<file path="config.mk">
export PLATFORM = sky130hd
export DESIGN_NAME = min_max
export DESIGN_NICKNAME = d
export VERILOG_FILES = /design/src/rtl/minmax_pkg.sv /design/src/rtl/minmax_node.sv /design/src/rtl/min_max.sv
export SDC_FILE = /design/constraint.sdc
export NUM_CORES = 1
export LEC_CHECK = 0
export CAP_MARGIN = 5
export CORE_AREA = 2 2 96 98
export CTS_CLUSTER_SIZE = 40
export DETAILED_ROUTE_END_ITERATION = 16
export DIE_AREA = 0 0 98 100
export GPL_TIMING_DRIVEN = 0
export RECOVER_POWER = 50
export SKIP_LAST_GASP = 1
export SYNTH_ARGS = -nofsm -noshare
export SYNTH_HDL_FRONTEND = slang
export SYNTH_SLANG_ARGS = --single-unit
</file>
<file path="constraint.sdc">
create_clock -name clk -period 1 [get_ports clk]
set_input_delay 0.1 -clock clk [delete_from_list [all_inputs] [get_ports clk]]
set_output_delay 0.1 -clock clk [all_outputs]
set_load 0.01 [all_outputs]
</file>
<file path="src/rtl/minmax_pkg.sv">
// Shared constants and tree-sizing helpers for the min_max selector.
// Optional pipelining is controlled by the MINMAX_PIPE_EN macro.
package minmax_pkg;

   localparam int MM_BOTH     = 0;
   localparam int MM_MIN      = 1;
   localparam int MM_MAX      = 2;

   localparam int OUT_VAL_IDX = 0;
   localparam int OUT_VAL     = 1;

   // Number of levels needed to reduce ni operands to one.
   function automatic int tree_depth(input int ni);
      int n;
      int d;
      n = ni;
      d = 0;
      while (n > 1) begin
         n = (n + 1) / 2;
         d++;
      end
      return d;
   endfunction

   // Number of live entries entering tree level lvl.
   function automatic int tree_cnt(input int ni, input int lvl);
      int n;
      n = ni;
      for (int i = 0; i < lvl; i++) n = (n + 1) / 2;
      return n;
   endfunction

endpackage

</file>
<file path="src/rtl/minmax_node.sv">
// Single two-input unsigned compare node of the min/max tree.
// The lower-index input wins ties; mode 0 = min, 1 = max.
module minmax_node #(
   parameter int W    = 8,
   parameter int IDXW = 4
) (
   input  logic            mode,
   input  logic [W-1:0]    a_val,
   input  logic [IDXW-1:0] a_idx,
   input  logic [W-1:0]    b_val,
   input  logic [IDXW-1:0] b_idx,
   output logic [W-1:0]    val,
   output logic [IDXW-1:0] idx
);

   logic b_win;

   // b only displaces a on a strict improvement
   always_comb begin
      b_win = mode ? (b_val > a_val) : (b_val < a_val);
      val   = b_win ? b_val : a_val;
      idx   = b_win ? b_idx : a_idx;
   end

endmodule

</file>
<file path="src/rtl/min_max.sv">
// Unsigned arg-min/arg-max over NI operands via a binary compare tree.
// Define MINMAX_PIPE_EN to register every tree level (latency = depth).
module min_max
   import minmax_pkg::*;
#(
   parameter int W       = 8,
   parameter int NI      = 9,
   parameter int IDXW    = $clog2(NI),
   parameter int OUT_CFG = OUT_VAL_IDX,
   parameter int MM_CFG  = MM_BOTH
) (
   input  logic            clk,
   input  logic            rst_n,
   input  logic            in_valid,
   input  logic [W-1:0]    x [NI],
   input  logic            min_max_sel,
   output logic            out_valid,
   output logic [W-1:0]    result,
   output logic [IDXW-1:0] index
);

   localparam int L = tree_depth(NI);

   if (MM_CFG > MM_MAX || MM_CFG < MM_BOTH) begin : g_bad_cfg
      $error("min_max: MM_CFG must be 0, 1 or 2");
   end

   logic mode_in;

   assign mode_in = (MM_CFG == MM_MIN) ? 1'b0 :
                    (MM_CFG == MM_MAX) ? 1'b1 : min_max_sel;

   for (genvar l = 0; l < L; l++) begin : g_lvl
      localparam int NIN  = tree_cnt(NI, l);
      localparam int NOUT = tree_cnt(NI, l + 1);
`ifdef MINMAX_PIPE_EN
      localparam bit REG = 1'b1;
`else
      localparam bit REG = (l == L - 1);
`endif

      logic [W-1:0]    i_val [NI];
      logic [IDXW-1:0] i_idx [NI];
      logic            i_mode;
      logic            i_vld;

      logic [W-1:0]    c_val [NI];
      logic [IDXW-1:0] c_idx [NI];

      logic [W-1:0]    o_val [NI];
      logic [IDXW-1:0] o_idx [NI];
      logic            o_mode;
      logic            o_vld;

      if (l == 0) begin : g_src
         assign i_vld  = in_valid;
         assign i_mode = mode_in;
         for (genvar j = 0; j < NI; j++) begin : g_in
            assign i_val[j] = x[j];
            if (OUT_CFG == OUT_VAL) begin : g_noidx
               assign i_idx[j] = '0;
            end else begin : g_idx
               assign i_idx[j] = IDXW'(j);
            end
         end
      end else begin : g_src
         assign i_vld  = g_lvl[l-1].o_vld;
         assign i_mode = g_lvl[l-1].o_mode;
         assign i_val  = g_lvl[l-1].o_val;
         assign i_idx  = g_lvl[l-1].o_idx;
      end

      for (genvar j = 0; j < NI; j++) begin : g_n
         if (j < NOUT && 2 * j + 1 < NIN) begin : g_cmp
            minmax_node #(
               .W    (W),
               .IDXW (IDXW)
            ) u_node (
               .mode  (i_mode),
               .a_val (i_val[2*j]),
               .a_idx (i_idx[2*j]),
               .b_val (i_val[2*j+1]),
               .b_idx (i_idx[2*j+1]),
               .val   (c_val[j]),
               .idx   (c_idx[j])
            );
         end else if (j < NOUT) begin : g_pass
            assign c_val[j] = i_val[2*j];
            assign c_idx[j] = i_idx[2*j];
         end else begin : g_zero
            assign c_val[j] = '0;
            assign c_idx[j] = '0;
         end
      end

      if (REG) begin : g_reg
         // Stage register; data only advances with a valid sample
         always_ff @(posedge clk or negedge rst_n) begin
            if (!rst_n) begin
               o_vld  <= 1'b0;
               o_mode <= 1'b0;
               for (int j = 0; j < NI; j++) begin
                  o_val[j] <= '0;
                  o_idx[j] <= '0;
               end
            end else begin
               o_vld <= i_vld;
               if (i_vld) begin
                  o_mode <= i_mode;
                  for (int j = 0; j < NI; j++) begin
                     o_val[j] <= c_val[j];
                     o_idx[j] <= c_idx[j];
                  end
               end
            end
         end
      end else begin : g_comb
         assign o_vld  = i_vld;
         assign o_mode = i_mode;
         assign o_val  = c_val;
         assign o_idx  = c_idx;
      end
   end

   assign out_valid = g_lvl[L-1].o_vld;
   assign result    = g_lvl[L-1].o_val[0];

   if (OUT_CFG == OUT_VAL) begin : g_out_val
      assign index = '0;
   end else begin : g_out_idx
      assign index = g_lvl[L-1].o_idx[0];
   end

endmodule

</file>
* Word level (Yosys, flattened, before mapping)
Cells that the tools add are included.
** Storage, ports and cells
- Output and inout bits :: 13
- Word-level logic and storage cells :: 43
- Input bits :: 76
- Bits in registers :: 13
** Operators by class
- Muxes and demuxes :: 24
- Order comparisons :: 16
** Operators by type and width (count)
- $gt A8 B8 Y1 :: 8
- $lt A8 B8 Y1 :: 8
- $mux W8 :: 8
- $mux W1 :: 12
- $mux W2 :: 2
- $mux W4 :: 1
- $mux W3 :: 1

* Logic depth before layout (Yosys ltp)
Gate-level depths: netlist of the first run.
- Depth after elaboration :: 12
- Mapped depth :: 43
- Gate-level depth less buffers :: 41

* Hierarchy
Synthesis of the first run repeated with hierarchy kept, for this count alone.
** Second synthesis, totals
- Cells, all modules :: 380
- Area, all modules :: 3849.9 sq um
** Modules (own cells, without submodules)
- minmax_node :: area an instance 416.6 sq um, cells each 44, sequential area each 0.0 sq um, times used 8
- min_max :: area an instance 516.7 sq um, cells each 28, sequential area each 325.3 sq um, times used 1

* Worst setup path after synthesis of the first run
OpenSTA, ideal clock, no wires.
- Kind :: input-to-reg
- Start point :: input port x[21] in the netlist's numbering
- End point :: register g_lvl[3].o_idx, in the netlist index[0]
- Slack :: -6.092 ns
- Required time :: 0.863 ns
- Arrival time :: 6.955 ns
- Cell stages on the path :: 39
- Path buffers :: 4
- Library setup time :: 0.137 ns
- Cells stage by stage :: inv_1 ha_1 a21o_1 a21o_1 a21o_1 o211ai_1 o31ai_1 a31oi_1 buf_2 mux2i_1 inv_1 ha_1 a21o_1 a21o_1 a21oi_1 o21ai_0 o21ai_0 clkbuf_1 [... 3 more ...] a21o_1 a21oi_1 o21ai_0 o211ai_1 o21a_1 clkbuf_1 clkbuf_1 a31oi_1 ha_1 nor2b_1 o21ai_0 nand2b_1 a21oi_1 o21ai_0 mux2i_1 inv_1 nand2_1 o22ai_1
** On the way
- Cells in the longest elaborated chain, start to end :: 12
- Elaborated cells on any way between the ends :: 19
- Those cells by class :: order compare: 8; mux: 11
** RTL lines
- start: declaration :: line min_max.sv:15 : input logic [W-1:0] x [NI],
- $lt A8 B8 Y1 or $gt A8 B8 Y1 (tied branches) :: line minmax_node.sv:20 : b_win = mode ? (b_val > a_val) : (b_val < a_val);
- $mux W1 :: line minmax_node.sv:20
- $mux W8 :: line minmax_node.sv:21 : val = b_win ? b_val : a_val;
- $lt A8 B8 Y1 or $gt A8 B8 Y1 (tied branches) :: line minmax_node.sv:20
- $mux W1 :: line minmax_node.sv:20
- $mux W8 :: line minmax_node.sv:21
- $lt A8 B8 Y1 or $gt A8 B8 Y1 (tied branches) :: line minmax_node.sv:20
- $mux W1 :: line minmax_node.sv:20
- $mux W8 :: line minmax_node.sv:21
- $lt A8 B8 Y1 or $gt A8 B8 Y1 (tied branches) :: line minmax_node.sv:20
- $mux W1 :: line minmax_node.sv:20
- $mux W4 (*) :: line minmax_node.sv:22 : idx = b_win ? b_idx : a_idx;
- end signal: indexed assignment :: line min_max.sv:112 : o_idx[j] <= c_idx[j];
- end: declaration :: line min_max.sv:51 : logic [IDXW-1:0] o_idx [NI];
Every way passes the cells marked *; elsewhere a longest branch is shown, timed or not.
A chain may end at the register's enable or synchronous reset.

* Worst setup path in the final report of the first run
- Start point :: input port x[46] in the netlist's numbering
- End point :: register g_lvl[3].o_val, in the netlist result[0]
** On the way
- Cells in the longest elaborated chain, start to end :: 12
- Elaborated cells on any way between the ends :: 16
- Those cells by class :: order compare: 8; mux: 8
** RTL lines
- $lt A8 B8 Y1 or $gt A8 B8 Y1 (tied branches) :: line minmax_node.sv:20
- $mux W1 :: line minmax_node.sv:20
- $mux W8 (*) :: line minmax_node.sv:21
- $lt A8 B8 Y1 or $gt A8 B8 Y1 (tied branches) :: line minmax_node.sv:20
- $mux W1 :: line minmax_node.sv:20
- $mux W8 (*) :: line minmax_node.sv:21
- $lt A8 B8 Y1 or $gt A8 B8 Y1 (tied branches) :: line minmax_node.sv:20
- $mux W1 :: line minmax_node.sv:20
- $mux W8 (*) :: line minmax_node.sv:21
- $lt A8 B8 Y1 or $gt A8 B8 Y1 (tied branches) :: line minmax_node.sv:20
- $mux W1 :: line minmax_node.sv:20
- $mux W8 (*) :: line minmax_node.sv:21
- end signal: indexed assignment :: line min_max.sv:111 : o_val[j] <= c_val[j];
- end: declaration :: line min_max.sv:50 : logic [W-1:0] o_val [NI];
Marked as above.

==> metrics.txt, run 1 <==
clock share of power=5.0%; synth-to-layout area growth=89.8%; Clock Latency Late Sink=0.24 ns; Hold Vio Cnt, Final=0; switching power=~4000 uW; die span in y=100 um; Period minus WS final=6.46 ns; Slew @ Worst Pin=slightly above 0.6 ns; drt wl/cell=about 15 um; Placer Congestion=0.844; Residual DRC=0; clock slew at reported path FFs=0.05 ns; syn nets=527; RSZ-0062 raised after global routing=yes; Antenna Nets Post-Route=0; core area=0.00889 sq mm; overflow left after global routing=0; largest net degree at the start of global routing=14; switch share=42.9%; Worst EP required=roughly 1.1 ns; Setup WS pre-CTS=-6.85 ns; clock root buffer=clkbuf_8; Sinks on Clock Net=13; routed wire length=10.3 mm; CTS Hold Bufs=0; Inserted Clock Buffers=3; Starting Density=33.6%; Comb pwr share=85.7%; via count=3537; worst setup margin=-5.46 ns; Detailed Place HPWL=6.87 mm; status=finished with violations; register bit total from synthesis=13; global-route wire length before repair=15.8 mm; # fillers=735; CP dominant cell by count=o21ai_2; boundary pin count=89; Tcrit/Tclk final=646%; failing checks=setup timing; reg2reg setup slack=about 0.080 ns; Die X=98 um; H-tree Lvls=1; die area=0.00980 sq mm; TritonRoute pass-1 iters=5; Peak Freq=around 150 MHz; CP arrival=6.59 ns; initial antenna violation count=0; Final setup violation count=12; Cell Pwr Density=1650 mW/mm^2; Layout Utilization=between 60% and 70%; Setup CP Type=in -> reg; LEAKAGE=roughly 0.0026 uW; Post-Syn Area=0.00299 sq mm; element type at the critical path end=register; Setup Skew=0 ns; cell-internal power=between 5000 and 6000 uW; Syn Area/Cell=roughly 7.7 sq um; CTS Buffer Depth=2; DRT iter0 DRCs=71; crit path max-delay cell type=o311a_1; sequential share of power=9.3%; worst vdd ir=0.768 mV; Hold Crit Class=in -> async; max cap viols=0; row cnt=35; sequential fraction of the synthesis area=10.9%; placed cells=just under 600; port bufs=88; vias in the first global route=~3.5k; drt via density=5.29; Final Max Slew Viols=0; startpoint types=primary input; fin nets=698; Yosys Warn Count=0; Crit path largest cell delay=0.32 ns; count of different cell masters after synthesis=44; share of cells above drive strength 1=48.6%; CTS tree=done; Gate Count Post-Synth=388; Post-Layout Cell Count=669; worst rel slew slack=59.4%; crit-path max FO=7; Ant. Diodes=0; Tot GR Track Use=a little under a fifth
-- sequential cells by signal, summed over array words and instances, names as in the netlist --
register / flops
result: 8
out_valid: 1
index: 4
-- cell type report --
| class | instances | area [sq um] | area share [%] |
|---|---|---|---|
| sequential | 13 | 325 | 5.74 |
| tap | 111 | 139 | 2.45 |
| timing repair buffer | 165 | 1430 | 25.1 |
| clock buffer | 4 | 45.0 | 0.795 |
| multi-input combinational | 304 | 3390 | 59.8 |
| buffer | 10 | 98.8 | 1.74 |
| inverter | 62 | 248 | 4.37 |
-- kinds of logic (layout without fill, tap and decap cells) --
kind of cell               count (synthesis)  count (layout)  synth area share [%]
muxes                                     41              41                  13.9
DFF                                       13              13                  10.9
and+or+nand+nor                           93              94                  16.5
AOI/OAI and AO/OA                        106             106                  22.9
adders and majority gates                 63              63                  26.4
buffers and inverters                     72             241                  9.38
-- per-layer routing --
| metal | part of all wire, % | track usage (%) | up-vias | wire length [um] |
|---|---|---|---|---|
| li1 | - | - | 1744 | - |
| met1 | 42 | 23.5 | 1700 | 4320 |
| met2 | 53 | 36.4 | 74 | 5450 |
| met3 | 3.1 | 1.39 | 19 | 319 |
| met4 | 1.6 | 4.70 | 0 | 165 |
| met5 | 0 | 0 | - | 0 |
-- worst max-delay path, delay by kind of cell --
family / cells / cell delay [ns]
compound gates: 15 / 2.41
buf+inv: 10 / 1.46
mux: 3 / 0.68
simple gates: 6 / 0.77
fa+ha+maj: 4 / 1.14
-- metrics by stage --
step	hold slack, ns	area [sq um]	total power, uW	TNS [ns]
after global routing	0.359	5670	10000	-69.16
after CTS	0.254	5150	7900	-63.68
final	0.305	5670	9330	-64.95
after detailed placement	0.494	4150	5860	-81.99
after floorplan	-0.196	3130	4270	-63.15
after global placement	0.477	4150	5760	-80.52
-- power groups by stage --
stage          clock network, uW  logic, uW  registers (uW)
6_report                     467       7990             866
2_1_floorplan                  0       3280             984
3_3_place_gp                   0       4890             871
3_5_place_dp                   0       4980             874
4_1_cts                      477       6560             862
5_1_grt                      489       8650             908
-- synthesized netlist by cell type, drive strengths merged --
cell type   n  share of area, %
nand2      19               2.4
a21oi      26               4.5
nand4      14               2.9
a31oi      14               3.1
o211ai      7               1.8
nor3b       1              0.25
o21ai      27               5.0
dfrtp      13                11
o22ai       2              0.42
nand3       4              0.67
mux2        3               1.1
nor2       16               2.0
nor3        4              0.67
nor2b      19               4.0
inv        62               7.8
mux2i      38                13
o311a       1              0.34
a21boi      1              0.25
a31o        1              0.29
a311o       1              0.34
clkbuf      7              0.88
a211oi      3              0.92
nand2b      5               1.0
ha         63                26
o21a        5               1.3
or2         6               1.3
nand4b      1              0.29
o31ai       1              0.25
nand3b      1              0.25
o32a        1              0.34
or3         2              0.59
and2        1              0.21
buf         3              0.71
a21o       14               3.5
o311ai      2              0.59
-- what timing repair did --
action,in CTS,in global routing
buffers inserted,53,24
endpoints found under the setup margin,25,18
hold endpoints to repair,0,0
gates cloned,1,1
resized for setup,260,106
pin swaps,70,70
-- placed cells by master, fill, tap and decap left out, types with 18 or more instances in the layout --
cell type,instances
ha_1,28
ha_4,32
inv_2,20
clkdlybuf4s15_1,24
a21oi_2,18
inv_1,40
dlygate4sd2_1,22
buf_4,68
mux2i_4,19
-- path summary, 6_finish.rpt --
check,from,end,depth (start not counted)
worst max register to register,result[3],result[3],3
worst min register to register,index[3],index[3],1
worst min-delay path,rst_n,index[3],1
min in group clk,x[71],result[7],5
worst max-delay path,x[46],result[0],38
max in group asynchronous,rst_n,out_valid,1
No activity file was read; power rests on OpenSTA's default activity.
==> run 2: changes to the inputs <==
--- a/config.mk
+++ b/config.mk
@@ -7,6 +7,7 @@
 export LEC_CHECK = 0
 export CAP_MARGIN = 5
 export CORE_AREA = 2 2 96 98
+export CTS_CLUSTER_DIAMETER = 60
 export CTS_CLUSTER_SIZE = 40
 export DETAILED_ROUTE_END_ITERATION = 16
 export DIE_AREA = 0 0 98 100
==> results of run 2 <==
No change in the layout: final DEF, timing and power equal those of run 1.
==> run 3: changes to the inputs <==
--- a/config.mk
+++ b/config.mk
@@ -5,15 +5,18 @@
 export SDC_FILE = /design/constraint.sdc
 export NUM_CORES = 1
 export LEC_CHECK = 0
+export ABC_CLOCK_PERIOD_IN_PS = 1000
 export CAP_MARGIN = 5
 export CORE_AREA = 2 2 96 98
 export CTS_CLUSTER_DIAMETER = 60
 export CTS_CLUSTER_SIZE = 40
 export DETAILED_ROUTE_END_ITERATION = 16
 export DIE_AREA = 0 0 98 100
+export DONT_BUFFER_PORTS = 1
 export GPL_TIMING_DRIVEN = 0
 export RECOVER_POWER = 50
 export SKIP_LAST_GASP = 1
+export SLEW_MARGIN = 0
 export SYNTH_ARGS = -nofsm -noshare
 export SYNTH_HDL_FRONTEND = slang
 export SYNTH_SLANG_ARGS = --single-unit
==> run 3 against run 2 <==
The flow still finishes with violations (setup timing). Wire length shrank 18%. Critical path depth grew 5. First-iteration DRC count grew 58%. Worst setup slack gained 0.19 ns. Die area is the same. Final area shrank 24%. Utilization shrank 16 points. Total power shrank 18%. Flip-flop and latch count is the same. Clock-buffer cell count is the same. Register-to-register slack is essentially flat. Critical endpoint unchanged.
==> metrics.txt, run 3 (synthesized netlist as in run 1, its figures left out) <==
switch share=43.7% (was 42.9%); Residual DRC=0 (unchanged); fin nets=590 (was 698); Tot GR Track Use=16.7% (was 19.2%); initial antenna violation count=0 (unchanged); Detailed Place HPWL=6.39 mm (was 6.87 mm); Ant. Diodes=0 (unchanged); Sinks on Clock Net=13 (unchanged); Placer Congestion=0.868 (was 0.844); Antenna Nets Post-Route=0 (unchanged); worst setup margin=-5.28 ns (was -5.46 ns); Tcrit/Tclk final=628% (was 646%); Worst EP required=1.13 ns (about the same); element type at the critical path end=register (unchanged); Die X=98 um (unchanged); worst rel slew slack=61.5% (was 59.4%); Reg2Reg Launch Point=result[3] (unchanged); hold_sp=x[6]; Hold Vio Cnt, Final=0 (unchanged); crit-path max FO=7 (unchanged); # fillers=826 (was 735); clock slew at reported path FFs=0.05 ns (about the same); Largest register FFs=8 (unchanged); max cap viols=0 (unchanged); crit path max-delay cell type=or2_4 (was o311a_1); die area=0.00980 sq mm (unchanged); Slew @ Worst Pin=0.578 ns (was 0.608 ns); Crit path largest cell delay=0.26 ns (was 0.32 ns); boundary pin count=89 (unchanged); Hold Crit Class=in -> reg (was in -> async); synth-to-layout area growth=43.5% (was 89.8%); Setup Skew=0 ns (unchanged); largest net degree at the start of global routing=14 (unchanged); Setup CP Type=in -> reg (unchanged); Inserted Clock Buffers=3 (unchanged); cell-internal power=4330 uW (was 5320 uW); share of cells above drive strength 1=32.2% (was 48.6%); TritonRoute pass-1 iters=4 (was 5); failing checks=setup timing (unchanged); switching power=3360 uW (was 4000 uW); worst vdd ir=0.646 mV (was 0.768 mV); Period minus WS final=6.28 ns (was 6.46 ns); Final Max Slew Viols=0 (unchanged); port bufs=0 (was 88); Cell Pwr Density=1790 mW/mm^2 (was 1650 mW/mm^2); LEAKAGE=0.00204 uW (was 0.00260 uW); core area=0.00889 sq mm (unchanged); routed wire length=8.41 mm (was 10.3 mm); most frequent cells in the layout=inv_1 (59), buf_4 (51), ha_1 (50) (was buf_4 (68), inv_1 (40), ha_4 (32)); startpoint types=primary input (unchanged); RSZ-0062 raised after global routing=yes (unchanged); die span in y=100 um (unchanged); Setup WS pre-CTS=-6.19 ns (was -6.85 ns); vias in the first global route=3060 (was 3524); drt via density=5.32 (was 5.29); CTS tree=done (unchanged); total power=7690 uW (was 9330 uW); Starting Density=33.6% (unchanged); Peak Freq=159 MHz (was 155 MHz); drt wl/cell=15.0 um (was 15.3 um); CP dominant cell by count=buf_4 (was o21ai_2); clock root buffer=clkbuf_8 (unchanged); Comb pwr share=80.8% (was 85.7%); Crit. Startpoint=x[41] (was x[46]); CP arrival=6.40 ns (was 6.59 ns); via count=2986 (was 3537); Reg2Reg Depth=3 (unchanged); hold_ws=0.00626 ns (was 0.305 ns); most common cell after layout, fill and taps aside=inv_1 (was buf_4); reg2reg setup slack=0.09 ns (was 0.08 ns); WHS Path Cells=2; global-route wire length before repair=13.6 mm (was 15.8 mm); sequential share of power=13.2% (was 9.3%); status=finished with violations (unchanged); CTS Buffer Depth=2 (unchanged); overflow left after global routing=0 (unchanged); clock share of power=6.0% (was 5.0%); H-tree Lvls=1 (unchanged); Final setup violation count=12 (unchanged); row cnt=35 (unchanged); Clock Latency Late Sink=0.24 ns (about the same); DRT iter0 DRCs=112 (was 71)
run 3: changes by cell type in the layout (fill, tap and decap cells not counted), sizes merged:
cell / previous run / this run
buf: 92 / 58
bufbuf: 0 / 1
clkbuf: 21 / 9
clkdlybuf4s15: 28 / 0
clkdlybuf4s50: 9 / 0
dlygate4sd2: 22 / 0
dlygate4sd3: 2 / 3
dlymetal6s2s: 5 / 0
run 3: per-layer routing:
layer  vias up  wire, um  global-route usage (%)
met3         7       407                    2.37
met2        58      4320                    31.6
met4         0        78                    4.38
met5         -         0                       0
met1      1403      3600                    19.7
li1       1518         -                       -
run 3: power by group through the flow:
stage	Combinational [uW]	Sequential, uW	Clock [uW]
after global routing	6830	1060	493
after floorplan	3280	984	0
final	6210	1020	462
after detailed placement	4050	1030	0
after CTS	5410	1020	480
after global placement	3940	1020	0
run 3: timing repair:
| action | 4_1_cts | 5_1_grt |
|---|---|---|
| endpoints found under the hold margin | 15 | 0 |
| endpoints found under the setup margin | 12 | 12 |
| gates resized for setup | 50 | 38 |
| setup buffers | 44 | 9 |
| pin swaps | 30 | 23 |
| cloned | 1 | 1 |
| hold buffers | 3 | 0 |
run 3: area by class of cell:
class / instances / area, sq um / area share (%)
clock buffers: 4 / 45.0 / 1.05
well taps: 111 / 139 / 3.24
inverters: 62 / 245 / 5.72
flip-flops and latches: 13 / 325 / 7.59
plain buffers: 10 / 96.3 / 2.25
repair buffers: 57 / 484 / 11.3
multi-input cells: 304 / 2950 / 68.9
run 3: worst max-delay path, delay by kind of cell:
kind / cells / cell delay (ns)
AOI/OAI and AO/OA: 16 / 2.46
buffers and inverters: 15 / 1.89
and+or+nand+nor: 7 / 0.86
adders and majority gates: 3 / 0.65
muxes: 2 / 0.45
run 3: through the flow:
step	util (%)	std cells	instance area (sq um)	setup TNS, ns
floorplan	-	388	3130	-63.15
global placement	36.8	499	3270	-73.08
detailed placement	36.8	499	3270	-74.02
CTS	44.8	551	3980	-62.71
global route	48.2	561	4290	-67.07
finish	48.2	561	4290	-62.63
run 3: worst paths after layout:
check,end
min in group asynchronous,index[2]
worst max register to register,result[3]
max in group asynchronous,index[3]
worst max-delay path,result[0]
worst min-delay path,result[6]
worst min register to register,index[3]
